===== config.mk =====
export PLATFORM = sky130hd
export DESIGN_NAME = frame_buffer_scanout_flat
export DESIGN_NICKNAME = d
export VERILOG_FILES = /design/src/rtl/frame_buffer_scanout_pkg.sv /design/src/rtl/frame_buffer_scanout_if.sv /design/src/rtl/scanout_word_fifo.sv /design/src/rtl/frame_buffer_scanout.sv /design/src/flat_wrapper.sv
export SDC_FILE = /design/constraint.sdc
export NUM_CORES = 1
export LEC_CHECK = 0
export CAP_MARGIN = 20
export CORE_MARGIN = 2
export CORE_UTILIZATION = 35
export CTS_BUF_LIST = sky130_fd_sc_hd__clkbuf_16
export DETAILED_ROUTE_END_ITERATION = 10
export SLEW_MARGIN = 10
export SYNTH_ARGS = -nofsm -noshare
export SYNTH_HDL_FRONTEND = slang
export SYNTH_SLANG_ARGS = --single-unit

===== constraint.sdc =====
create_clock -name clk -period 3.7 [get_ports clk]
set_input_delay 0.555 -clock clk [delete_from_list [all_inputs] [get_ports clk]]
set_output_delay 0.555 -clock clk [all_outputs]
set_load 0.02 [all_outputs]

===== src/rtl/frame_buffer_scanout_pkg.sv =====
// Shared constants and FSM encoding for the frame-buffer scanout block.
package frame_buffer_scanout_pkg;

  localparam int unsigned DataWidth    = 32;
  localparam int unsigned BytesPerWord = 4;

  typedef enum logic [1:0] {
    StIdle,
    StFetch,
    StDrain
  } state_e;

endpackage


===== src/rtl/frame_buffer_scanout_if.sv =====
// RAM load port and pixel stream of the scanout engine, bundled for the top-level port list.
interface frame_buffer_scanout_if;

  logic [frame_buffer_scanout_pkg::DataWidth-1:0] ram_address;
  logic                                           ram_load;
  logic                                           ram_grant;
  logic [frame_buffer_scanout_pkg::DataWidth-1:0] ram_rdata;
  logic [7:0]                                     pixel_data;
  logic                                           pixel_valid;
  logic                                           pixel_ready;
  logic                                           pixel_last;

  modport master (
    output ram_address, ram_load, pixel_data, pixel_valid, pixel_last,
    input  ram_grant, ram_rdata, pixel_ready
  );

  modport slave (
    input  ram_address, ram_load, pixel_data, pixel_valid, pixel_last,
    output ram_grant, ram_rdata, pixel_ready
  );

endinterface


===== src/rtl/scanout_word_fifo.sv =====
// Synchronous word FIFO with a combinational head read; Depth must be a power of two.
module scanout_word_fifo #(
  parameter int unsigned Width = 32,
  parameter int unsigned Depth = 4,
  localparam int unsigned PtrW = $clog2(Depth),
  localparam int unsigned CntW = $clog2(Depth + 1)
) (
  input  logic             clk,
  input  logic             rst_n,
  input  logic             i_push,
  input  logic             i_pop,
  input  logic [Width-1:0] i_din,
  output logic [Width-1:0] o_dout,
  output logic [CntW-1:0]  o_count,
  output logic             o_empty
);

  logic [Width-1:0] r_mem [Depth];
  logic [PtrW-1:0]  r_wptr;
  logic [PtrW-1:0]  r_rptr;
  logic [CntW-1:0]  r_count;
  logic             w_full;
  logic             w_do_push;
  logic             w_do_pop;

  assign w_full    = (r_count == CntW'(Depth));
  assign o_empty   = (r_count == '0);
  // Push+pop together is always allowed, even at the full/empty boundaries.
  assign w_do_push = i_push && (!w_full || i_pop);
  assign w_do_pop  = i_pop && (!o_empty || i_push);

  always_ff @(posedge clk) begin
    if (w_do_push) begin
      r_mem[r_wptr] <= i_din;
    end
  end

  always_ff @(posedge clk or negedge rst_n) begin
    if (!rst_n) begin
      r_wptr  <= '0;
      r_rptr  <= '0;
      r_count <= '0;
    end else begin
      if (w_do_push) begin
        r_wptr <= r_wptr + PtrW'(1);
      end
      if (w_do_pop) begin
        r_rptr <= r_rptr + PtrW'(1);
      end
      if (w_do_push && !w_do_pop) begin
        r_count <= r_count + CntW'(1);
      end else if (!w_do_push && w_do_pop) begin
        r_count <= r_count - CntW'(1);
      end
    end
  end

  assign o_dout  = r_mem[r_rptr];
  assign o_count = r_count;

endmodule


===== src/rtl/frame_buffer_scanout.sv =====
// Frame-buffer scanout: fetches the frame word by word over the RAM load port and streams it
// out as little-endian bytes on a valid/ready pixel interface.
module frame_buffer_scanout
  import frame_buffer_scanout_pkg::*;
#(
  parameter int unsigned FB_START   = 0,
  parameter int unsigned FB_SIZE    = 64,
  parameter int unsigned FIFO_DEPTH = 4
) (
  input  logic                  clk,
  input  logic                  rst_n,
  input  logic                  i_start,
  output logic                  o_busy,
  output logic                  o_done,
  frame_buffer_scanout_if.master bus
);

  localparam int unsigned CntW = $clog2(FIFO_DEPTH + 1);
  localparam logic [DataWidth-1:0] LastAddr = DataWidth'(FB_START + FB_SIZE - BytesPerWord);
  localparam logic [DataWidth-1:0] LastWord = DataWidth'(FB_SIZE / BytesPerWord - 1);

  state_e               r_state;
  state_e               w_state_d;
  logic [DataWidth-1:0] r_fetch_addr;
  logic [DataWidth-1:0] w_fetch_addr_d;
  logic [DataWidth-1:0] r_out_word;
  logic [DataWidth-1:0] w_out_word_d;
  logic [1:0]           r_byte_sel;
  logic [1:0]           w_byte_sel_d;
  logic                 r_inflight;
  logic                 r_done;
  logic                 w_done_d;

  logic [DataWidth-1:0] w_fifo_dout;
  logic [CntW-1:0]      w_fifo_count;
  logic                 w_fifo_empty;
  logic                 w_ram_load;
  logic                 w_accept;
  logic                 w_pix_valid;
  logic                 w_pix_fire;
  logic                 w_word_end;
  logic                 w_pop;
  logic                 w_last;
  logic [7:0]           w_pix_byte;

  // A word in flight already owns a FIFO slot, so the FIFO cannot overflow.
  assign w_ram_load  = (r_state == StFetch) &&
                       ((32'(w_fifo_count) + 32'(r_inflight)) < FIFO_DEPTH);
  assign w_accept    = w_ram_load && bus.ram_grant;
  assign w_pix_valid = !w_fifo_empty;
  assign w_pix_fire  = w_pix_valid && bus.pixel_ready;
  assign w_word_end  = (r_byte_sel == 2'(BytesPerWord - 1));
  assign w_pop       = w_pix_fire && w_word_end;
  assign w_last      = w_pix_valid && w_word_end && (r_out_word == LastWord);

  scanout_word_fifo #(
    .Width (DataWidth),
    .Depth (FIFO_DEPTH)
  ) u_fifo (
    .clk     (clk),
    .rst_n   (rst_n),
    .i_push  (r_inflight),
    .i_pop   (w_pop),
    .i_din   (bus.ram_rdata),
    .o_dout  (w_fifo_dout),
    .o_count (w_fifo_count),
    .o_empty (w_fifo_empty)
  );

  always_comb begin
    w_state_d      = r_state;
    w_fetch_addr_d = r_fetch_addr;
    w_out_word_d   = r_out_word;
    w_byte_sel_d   = r_byte_sel;
    w_done_d       = 1'b0;

    if (w_pix_fire) begin
      w_byte_sel_d = r_byte_sel + 2'd1;
      if (w_word_end) begin
        w_out_word_d = r_out_word + 32'd1;
      end
    end

    unique case (r_state)
      StIdle: begin
        // The cycle showing done still counts as busy for start purposes.
        if (i_start && !r_done) begin
          w_state_d      = StFetch;
          w_fetch_addr_d = DataWidth'(FB_START);
          w_out_word_d   = '0;
          w_byte_sel_d   = '0;
        end
      end
      StFetch: begin
        if (w_accept) begin
          w_fetch_addr_d = r_fetch_addr + DataWidth'(BytesPerWord);
          if (r_fetch_addr == LastAddr) begin
            w_state_d = StDrain;
          end
        end
      end
      StDrain: begin
        if (w_last && bus.pixel_ready) begin
          w_state_d = StIdle;
          w_done_d  = 1'b1;
        end
      end
      default: w_state_d = StIdle;
    endcase
  end

  always_ff @(posedge clk or negedge rst_n) begin
    if (!rst_n) begin
      r_state      <= StIdle;
      r_fetch_addr <= '0;
      r_out_word   <= '0;
      r_byte_sel   <= '0;
      r_inflight   <= 1'b0;
      r_done       <= 1'b0;
    end else begin
      r_state      <= w_state_d;
      r_fetch_addr <= w_fetch_addr_d;
      r_out_word   <= w_out_word_d;
      r_byte_sel   <= w_byte_sel_d;
      r_inflight   <= w_accept;
      r_done       <= w_done_d;
    end
  end

  always_comb begin
    w_pix_byte = 8'h00;
    if (w_pix_valid) begin
      unique case (r_byte_sel)
        2'd0: w_pix_byte = w_fifo_dout[7:0];
        2'd1: w_pix_byte = w_fifo_dout[15:8];
        2'd2: w_pix_byte = w_fifo_dout[23:16];
        2'd3: w_pix_byte = w_fifo_dout[31:24];
        default: w_pix_byte = 8'h00;
      endcase
    end
  end

  assign bus.ram_address = r_fetch_addr;
  assign bus.ram_load    = w_ram_load;
  assign bus.pixel_data  = w_pix_byte;
  assign bus.pixel_valid = w_pix_valid;
  assign bus.pixel_last  = w_last;
  assign o_busy          = (r_state != StIdle);
  assign o_done          = r_done;

endmodule


===== src/flat_wrapper.sv =====
// flat-port wrapper written by rule: the top's interface ports become plain ports
module frame_buffer_scanout_flat import frame_buffer_scanout_pkg::*;
#(
  parameter int unsigned FB_START   = 0,
  parameter int unsigned FB_SIZE    = 64,
  parameter int unsigned FIFO_DEPTH = 4
)
  (clk, rst_n, i_start, o_busy, o_done, bus_ram_address, bus_ram_load, bus_pixel_data, bus_pixel_valid, bus_pixel_last, bus_ram_grant, bus_ram_rdata, bus_pixel_ready);
  frame_buffer_scanout_if bus_i ();
  input  logic clk;
  input  logic rst_n;
  input  logic i_start;
  output logic o_busy;
  output logic o_done;
  output wire logic [$bits(bus_i.ram_address)-1:0] bus_ram_address;
  output wire logic [$bits(bus_i.ram_load)-1:0] bus_ram_load;
  output wire logic [$bits(bus_i.pixel_data)-1:0] bus_pixel_data;
  output wire logic [$bits(bus_i.pixel_valid)-1:0] bus_pixel_valid;
  output wire logic [$bits(bus_i.pixel_last)-1:0] bus_pixel_last;
  input wire logic [$bits(bus_i.ram_grant)-1:0] bus_ram_grant;
  input wire logic [$bits(bus_i.ram_rdata)-1:0] bus_ram_rdata;
  input wire logic [$bits(bus_i.pixel_ready)-1:0] bus_pixel_ready;
  assign bus_ram_address = bus_i.ram_address;
  assign bus_ram_load = bus_i.ram_load;
  assign bus_pixel_data = bus_i.pixel_data;
  assign bus_pixel_valid = bus_i.pixel_valid;
  assign bus_pixel_last = bus_i.pixel_last;
  assign bus_i.ram_grant = bus_ram_grant;
  assign bus_i.ram_rdata = bus_ram_rdata;
  assign bus_i.pixel_ready = bus_pixel_ready;
  frame_buffer_scanout #(.FB_START(FB_START), .FB_SIZE(FB_SIZE), .FIFO_DEPTH(FIFO_DEPTH)) u_core (.clk(clk), .rst_n(rst_n), .i_start(i_start), .o_busy(o_busy), .o_done(o_done), .bus(bus_i));
endmodule

==> results.md, run 1 <==
* Status: finished, final reports clean
* #FFs+latches synth at 203
* Internal at 5.14 mW
* Kind of critical path: reg2out
* Adder-Cell Fraction of Synth Area at 0.0192
* First-pass GRT wire length at 30,300 um
* Initial Util at 0.355
* CTS tree: built
* Post-Route WL at 18,800 um
* Routed len/inst at 17.6 um
* Final Wtd Congestion at 0.739
* Vias in the first global route at 5,566
* Post-synth ARST share at 0.369
* Pwr per Cell Area at 678 nW/um^2
* Count leader, synth: edfxtp_1
* Critical path launch point: u_core.u_fifo.r_rptr[0]
* Critical path buffers and inverters at 2
* Max Fclk at 0.288 GHz
* Hold WS at 0.440 ns
* Post-synth top cells: 128 x edfxtp_1, 75 x dfrtp_1, 55 x nor2_1, 41 x nand2_1, 34 x xnor2_1
* Setup WS post-layout at 0.226 ns
* Clock sinks at 203
* Post-synth EDFFs at 128
* Share of the synthesized area in the top cell type at 0.433
* Worst Tran Pin Value at 0.829 ns
* Gr usage total at 0.144
* Worst Path Required at 3.14 ns
* Fin. max-slew vios at 0
* CTS clock-pin slew for the worst setup and hold paths at 0.06 ns
* Diodes inserted at 0
* Maximum clock path buffer count at 3
* Sequential share of power at 0.400
* Tmin final at 3.47 ns
* Area share of and/or/nand/nor cells after synthesis at 0.138
* Final hold viol count at 0
* Yosys warns at 0
* Top Ports at 82
* Worst stage delay on the critical path at 0.63 ns
* Syn Inst Count at 636
* # rows at 58
* Die Wd at 163 um
* Placement Setup Slack at 0.735 ns
* Multiplexer share of the synthesized area at 0.0892
* CP Max Fanout at 17
* Combinational Power Share at 0.281
* Total grt overflow at 0
* Primary FF master, synth: edfxtp_1
* Maxcap violations at 0
* Antenna violations before repair at 0
* P_sw at 2.25 mW
* Vias at 5,492
* Sw frac at 0.304
* Synth area leader: edfxtp_1
* Number of setup buffers added after CTS at 0
* DR pass1 iterations at 5
* Die height at 163 um
* CP Launch Type: flop
* Top delay family on crit path: buffers and inverters
* Nets at 775
* Core area at 25,000 um^2
* Vias per std cell at 5.12
* Die ar. at 26,700 um^2
* Syn_area_per_cell at 14.0 um^2
* Skew-Pair Late Insertion Delay at 0.52 ns
* Worst clock skew at 0.00682 ns
* Largest net degree at the start of global routing at 76
* Relative slew slack at 0.442
* Final Cycle Share at 0.939
* Unrepaired setup endpoints after global routing: false
* Slowest cell on the critical path: clkdlybuf4s50_1
* P_leak at 3.98 nW
* Drt initial violations at 479
* Setup TNS at 0 ns
* Final Setup Violations at 0
* Residual DRC at 0
* PortBufs at 79
* WP data arrival at 2.92 ns
* Power, Total at 7.38 mW
* Synthesis-to-finish area growth at 22.6%
* Top cells by area, synth: edfxtp_1 43%, dfrtp_1 21%, mux4_2 8.1%
* Sequential area share after synthesis at 0.644
* Largest family of logic cells by synthesized area: simple AND/OR/NAND/NOR gates
* CP Cell Sequence: buf_4 -> mux4_2 -> a222oi_1 -> a21oi_1 -> clkdlybuf4s50_1
* Root Buffer: clkbuf_16
* R2r setup slk at 0.88 ns
* Hold Buf Count CTS at 0
* Clock network fraction of design power at 0.320
* Worst setup EP type: output port
* Hold WC Path Type: in2async
* RR Startpoint: u_core.r_byte_sel[1]
* Post-CTS resize count at 0
* H-tree levels at 1
* Compound-cell area share of the yosys netlist at 0.0413
* Antenna Nets Post-Route at 0
* Synth Area in XOR/XNOR at 0.0474
* Max VDD drop at 0.000647 V
* Layout Utilization at 0.435
* Synthesized area at 8880 um^2
* DP HPWL at 11,800 um
* Cts bufs inserted at 23
* Unique cell type count in the Yosys netlist at 47
* Layout cells sized above 1 at 0.136
[cell families after synthesis]
logic type                 count (synthesis)
and+or+nand+nor                          231
DFF                                      203
AOI/OAI and AO/OA                         57
xor gates and xnor gates                  48
buffers and inverters                     44
muxes                                     39
adders and majority gates                 13
other                                      1
[cell usage in the layout, fill, tap and decap left out, types with 10 or more instances in the layout]
master             n
a21oi_1           21
buf_4             11
clkbuf_16         23
clkdlybuf4s50_1   78
dfrtp_1           74
edfxtp_1         128
ha_1              12
inv_1             14
mux4_2            32
nand2_1           41
nand3_1           28
nand4_1           17
nor2_1            55
nor3_1            12
nor4_1            22
o21ai_0           16
or3_1             10
xnor2_1           34
xor2_1            14
[cell type report]
type                            count  area [um^2]
Tap cell                          330          413
Timing Repair Buffer               92          921
Clock inverter                     19          214
Sequential cell                   203         5720
Inverter                           15         56.3
Clock buffer                       23          576
Multi-Input combinational cell    390         2980
Fill cell                        2296        14200
[state kept, by name (all words and copies together) (netlist names)]
| signal | cells |
|---|---|
| u_core.u_fifo.r_mem | 128 |
| u_core.r_out_word | 32 |
| u_core.bus.ram_address | 30 |
| u_core.u_fifo.o_count | 3 |
| u_core.r_byte_sel | 2 |
| u_core.r_state | 2 |
| u_core.u_fifo.r_rptr | 2 |
| u_core.u_fifo.r_wptr | 2 |
| u_core.o_done | 1 |
| u_core.r_inflight | 1 |
[final timing paths]
kind	end	depth (start not counted)
hold reg to reg	u_core.r_out_word[1]	2
max in group asynchronous	u_core.u_fifo.r_rptr[0]	3
setup reg to reg	u_core.u_fifo.o_count[2]	11
min in group clk	u_core.r_out_word[1]	2
hold / removal	u_core.r_out_word[15]	2
setup / recovery	bus_pixel_data[7]	5
[power by group through the flow]
stage | combinational, mW | sequential [mW] | clock (mW)
floorplan | 1.29 | 2.98 | 0
CTS | 2.12 | 2.95 | 2.41
global placement | 2.09 | 2.99 | 0
finish | 2.07 | 2.95 | 2.36
global route | 2.27 | 2.98 | 2.50
detailed placement | 2.10 | 3.00 | 0
[metal layers]
metal / vias to the layer above / wire length, um / global-route usage
met4: 0 / 406 / 0.0386
met1: 2753 / 8440 / 0.197
met3: 28 / 1050 / 0.0307
li1: 2587 / - / -
met5: - / 0 / 0
met2: 124 / 8940 / 0.235
[through the flow]
step	instances	instance area, um^2
after floorplan	637	8880
after global placement	1028	10100
after detailed placement	1028	10100
after CTS	1070	10800
after global routing	1072	10900
final	1072	10900
Note: power is estimated with default switching activity, not from simulation.
==> run 2, diff against run 1 <==
Settings changed: CTS_CLUSTER_SIZE from default to 14.
==> run 2 against run 1 <==
Via count decreased by 0.29%. Global-route usage increased by 0.065 points. Clock power decreased by 4%. Largest power group unchanged. Cell area decreased by 0.36%. Combinational power about the same. Critical path type unchanged. Non-clock buffer count unchanged. Cell count about the same. Fmax decreased by 0.29%. Worst setup slack got worse by 0.010 ns. Clock-buffer cell count unchanged. Sequential cell count unchanged. Largest cell class unchanged. Core utilization decreased by 0.15 points.
==> results.md, run 2 (same netlist as run 1, synthesis figures left out) <==
* Status: finished, final reports clean
* Critical path buffers and inverters at 2
* Clock sinks at 203
* Pwr per Cell Area at 672 nW/um^2
* Post-Route WL at 18,900 um
* P_sw at 2.23 mW
* Final Cycle Share at 0.942
* Placed Instances at 1,028
* Core area at 25,000 um^2
* Root Buffer: clkbuf_16
* PortBufs at 79
* Combinational Power Share at 0.285
* Slowest cell on the critical path: clkdlybuf4s50_1
* Drt initial violations at 460
* Setup crit end: bus_pixel_data[7]
* Max VDD drop at 0.000640 V
* CTS clock-pin slew for the worst setup and hold paths at 0.06 ns
* Busiest grt layer: met2
* CP Max Fanout at 17
* Area after DPL at 10,100 um^2
* Antenna Nets Post-Route at 0
* Top delay family on crit path: buffers and inverters
* DR pass1 iterations at 5
* Biggest register: u_core.u_fifo.r_mem
* CP Cell Sequence: buf_4 -> mux4_2 -> a222oi_1 -> a21oi_1 -> clkdlybuf4s50_1
* Fillers at 2,299
* RR Startpoint: u_core.r_byte_sel[1]
* Fin. max-slew vios at 0
* Post-CTS resize count at 0
* Worst Path Required at 3.14 ns
* Internal at 5.06 mW
* Hold WC Path Type: in2async
* Diodes inserted at 0
* Vias at 5,476
* Critical path depth in cells at 5
* Critical path launch point: u_core.u_fifo.r_rptr[0]
* Initial Util at 0.355
* Total grt overflow at 0
* Most common cell after layout, fill and taps aside: edfxtp_1
* Layout Utilization at 0.433
* Sw frac at 0.306
* Worst setup EP type: output port
* Antenna violations before repair at 0
* Gr usage total at 0.145
* Reg-to-reg endpoint: u_core.u_fifo.o_count[2]
* Max Fclk at 0.287 GHz
* Final Wtd Congestion at 0.739
* WP data arrival at 2.93 ns
* Met3 Use GR at 0.0368
* R2r setup slk at 0.87 ns
* Max reg flops at 128
* Top Ports at 82
* DP HPWL at 11,800 um
* CP Launch Type: flop
* Kind of critical path: reg2out
* Unrepaired setup endpoints after global routing: false
* # rows at 58
* Relative slew slack at 0.437
* Vias in the first global route at 5,557
* Largest net degree at the start of global routing at 76
* Hold WS at 0.445 ns
* Sequential share of power at 0.405
* Die ar. at 26,700 um^2
* Routed len/inst at 17.6 um
* Most frequent cells in the layout: 128 x edfxtp_1, 78 x clkdlybuf4s50_1, 74 x dfrtp_1, 55 x nor2_1, 41 x nand2_1
* Setup WS post-layout at 0.216 ns
* Residual DRC at 0
* Nets at 775
* Cts bufs inserted at 23
* Worst stage delay on the critical path at 0.62 ns
* Synthesis-to-finish area growth at 22.1%
* Tmin final at 3.48 ns
* Worst Tran Pin Value at 0.837 ns
* Final Setup Violations at 0
* GR Layer Usage met2 at 0.235
* Setup TNS at 0 ns
* Die height at 163 um
* CTS tree: built
* Number of setup buffers added after CTS at 0
* P_leak at 3.96 nW
* Power, Total at 7.28 mW
* Skew-Pair Late Insertion Delay at 0.52 ns
* Placement Setup Slack at 0.735 ns
* Layout cells sized above 1 at 0.130
* Final hold viol count at 0
* First-pass GRT wire length at 30,300 um
* Clock network fraction of design power at 0.310
* Global-route track usage on met1 at 0.194
* Maxcap violations at 0
* Final instance area at 10,800 um^2
* H-tree levels at 1
* Maximum clock path buffer count at 3
* Post-Layout Cell Count at 1,071
* Worst clock skew at 0.0110 ns
* Worst R2R Path Depth at 11
* Vias per std cell at 5.11
* Die Wd at 163 um
[run 2: cell count changes in the layout (fill, tap and decap cells not counted)]
| cell | previous run | this run |
|---|---|---|
| inv_1 | 14 | 15 |
| bufinv_16 | 4 | 3 |
| clkinv_4 | 1 | 0 |
| clkinv_1 | 5 | 8 |
| clkinv_2 | 6 | 3 |
[run 2: worst min-delay path by stage]
stage	startpoint	end	slack (ns)	cells past startpoint
after floorplan	rst_n	u_core.bus.ram_address[10]	0.26	0
after global placement	u_core.r_out_word[15]	u_core.r_out_word[15]	0.55	2
after detailed placement	u_core.r_out_word[1]	u_core.r_out_word[1]	0.56	2
after CTS	rst_n	u_core.r_out_word[24]	0.25	1
after global routing	rst_n	u_core.r_out_word[15]	0.46	2
final	rst_n	u_core.r_out_word[15]	0.45	2
[run 2: layer usage]
layer,share of wire,vias to the layer above
met3,0.059,35
li1,-,2584
met1,0.45,2741
met4,0.022,0
met5,0,-
met2,0.47,116
[run 2: final cells by class]
cell class / instances / area (um^2) / share of cell area
flip-flops and latches: 203 / 5720 / 0.528
multi-input cells: 390 / 2980 / 0.275
repair buffers: 92 / 921 / 0.0849
clock buffers: 23 / 576 / 0.0531
well taps: 330 / 413 / 0.0381
clock inverters: 18 / 175 / 0.0162
inverters: 15 / 56.3 / 0.00519
[run 2: power groups by stage]
stage,logic (mW),clock network (mW),registers (mW)
final,2.07,2.26,2.95
after global routing,2.28,2.41,2.99
after CTS,2.12,2.32,2.95
after detailed placement,2.10,0,3.00
after global placement,2.09,0,2.99
after floorplan,1.29,0,2.98
[run 2: repair_timing]
item                                    CTS  global route
hold buffers                              0             1
endpoints found under the hold margin     0            13
endpoints found under the setup margin    0             0
==> run 3, diff against run 2 <==
Settings changed: GPL_ROUTABILITY_DRIVEN from default to 1, REMOVE_ABC_BUFFERS from default to 1.
==> run 3 against run 2 <==
Cell area is 0.62% lower. Critical path depth did not move. Non-clock buffer count grew 1. First-iteration DRC count rose by 17%. Hold slack worse by 0.44 ns. Cell count barely moved. Global-route usage fell by 0.21 points. Combinational power about the same. Wire length fell by 2.2%. Highest routed layer unchanged.
==> results.md, run 3 (same netlist as run 1, synthesis figures left out) <==
* Max reg flops at 128
* Die ar. at 26,700 um^2
* Kind of critical path: reg2out
* Most frequent cells in the layout: 128 x edfxtp_1, 78 x clkdlybuf4s50_1, 74 x dfrtp_1, 55 x nor2_1, 41 x nand2_1
* First-pass GRT wire length at 30,200 um
* Slowest cell on the critical path: clkdlybuf4s50_1
* Antenna Nets Post-Route at 0
* Status: finished, final reports clean
* PortBufs at 79
* Hold Buf Count CTS at 0
* CTS tree: built
* Setup crit end: bus_pixel_data[3]
* Final instance area at 10,800 um^2
* Post-CTS resize count at 0
* Gr usage total at 0.143
* Skew-Pair Late Insertion Delay at 0.52 ns
* Vias at 5,473
* Worst R2R Path Depth at 11
* Tmin final at 3.38 ns
* Diodes inserted at 0
* Largest net degree at the start of global routing at 76
* Nets at 775
* Final Cycle Share at 0.914
* Reg-to-reg endpoint: u_core.u_fifo.o_count[2]
* Maxcap violations at 0
* Critical path launch point: u_core.u_fifo.r_rptr[0]
* Vias per std cell at 5.11
* Biggest register: u_core.u_fifo.r_mem
* Setup TNS at 0 ns
* DR pass1 iterations at 5
* Area after DPL at 10,100 um^2
* Fin. max-slew vios at 0
* Initial Util at 0.355
* Final Setup Violations at 0
* Clock sinks at 203
* Drt initial violations at 539
* R2r setup slk at 0.83 ns
* Unrepaired setup endpoints after global routing: false
* Total grt overflow at 0
* DP HPWL at 11,500 um
* Pwr per Cell Area at 653 nW/um^2
* Worst setup EP type: output port
* Max Fclk at 0.296 GHz
* Layout cells sized above 1 at 0.128
* Hold WS at 0.0000703 ns
* Final Wtd Congestion at 0.759
* Worst stage delay on the critical path at 0.56 ns
* Max VDD drop at 0.000471 V
* Post-Route WL at 18,500 um
* RR Startpoint: u_core.r_byte_sel[1]
* Worst clock skew at 0.0167 ns
* Hold WC Path Type: in2async
* Most common cell after layout, fill and taps aside: edfxtp_1
* Die Wd at 163 um
* Worst Path Required at 3.14 ns
* CP Max Fanout at 34
* Routed len/inst at 17.3 um
* Antenna violations before repair at 0
* CTS clock-pin slew for the worst setup and hold paths at 0.06 ns
* Worst Tran Pin Value at 0.771 ns
* CP Launch Type: flop
* Core area at 25,000 um^2
* Maximum clock path buffer count at 3
* Synthesis-to-finish area growth at 21.4%
* Vias in the first global route at 5,550
* Root Buffer: clkbuf_16
* P_leak at 3.93 nW
* Top Ports at 82
* Die height at 163 um
* Residual DRC at 0
* Number of setup buffers added after CTS at 0
* Final hold viol count at 0
* CP Cell Sequence: buf_12 -> mux4_2 -> a222oi_1 -> a21oi_1 -> clkdlybuf4s50_1
* Cts bufs inserted at 22
* H-tree levels at 1
* # rows at 58
* Relative slew slack at 0.481
* WP data arrival at 2.83 ns
[run 3: cell types whose count changed in the layout (fill, tap and decap cells not counted), sizes merged]
cell and delta:
clkinv +4, buf +2, bufinv -2, inv -2, clkbuf -1, clkinvlp -1, dlygate4sd3 -1
[run 3: per-layer routing]
metal,share of wire,global-route usage,up-vias
met2,0.47,0.227,153
met5,0,0,-
met1,0.45,0.197,2700
met4,0.027,0.0438,0
met3,0.062,0.0300,32
li1,-,-,2588
[run 3: power by group]
group,switching (mW),internal (mW)
combinational,1.10,0.958
clock,0.877,1.16
sequential,0.187,2.76
[run 3: final cells by class]
| type | instances | area (um^2) |
|---|---|---|
| Clock buffer | 22 | 551 |
| Clock inverter | 17 | 123 |
| Fill cell | 2290 | 14300 |
| Inverter | 15 | 56.3 |
| Multi-Input combinational cell | 390 | 2980 |
| Sequential cell | 203 | 5720 |
| Tap cell | 330 | 413 |
| Timing Repair Buffer | 93 | 931 |
[run 3: worst max-delay path: cells and delay by family, from the launching register on]
| family | cells | cell delay, ns |
|---|---|---|
| AOI/OAI and AO/OA | 2 | 0.53 |
| buffers and inverters | 2 | 0.82 |
| muxes | 1 | 0.54 |
| DFF | 1 | 0.37 |
[run 3: how the worst min path moves through the flow]
stage,slack (ns),endpoint,from
final,0.00007,u_core.r_out_word[21],rst_n
after global routing,0.03,u_core.r_out_word[21],rst_n
after CTS,0.24,u_core.r_out_word[8],rst_n
after detailed placement,0.55,u_core.r_out_word[29],u_core.r_out_word[29]
after global placement,0.55,u_core.r_out_word[29],u_core.r_out_word[29]
after floorplan,0.26,u_core.bus.ram_address[10],rst_n
[run 3: per-stage QoR]
stage / setup slack (ns) / std cells / utilization / power, mW
2_1_floorplan: 0.269 / 608 / - / 4.24
3_3_place_gp: 0.840 / 1030 / 0.403 / 5.07
3_5_place_dp: 0.786 / 1030 / 0.403 / 5.08
4_1_cts: 0.286 / 1069 / 0.430 / 7.14
5_1_grt: 0.170 / 1070 / 0.430 / 7.43
6_report: 0.319 / 1070 / 0.430 / 7.04
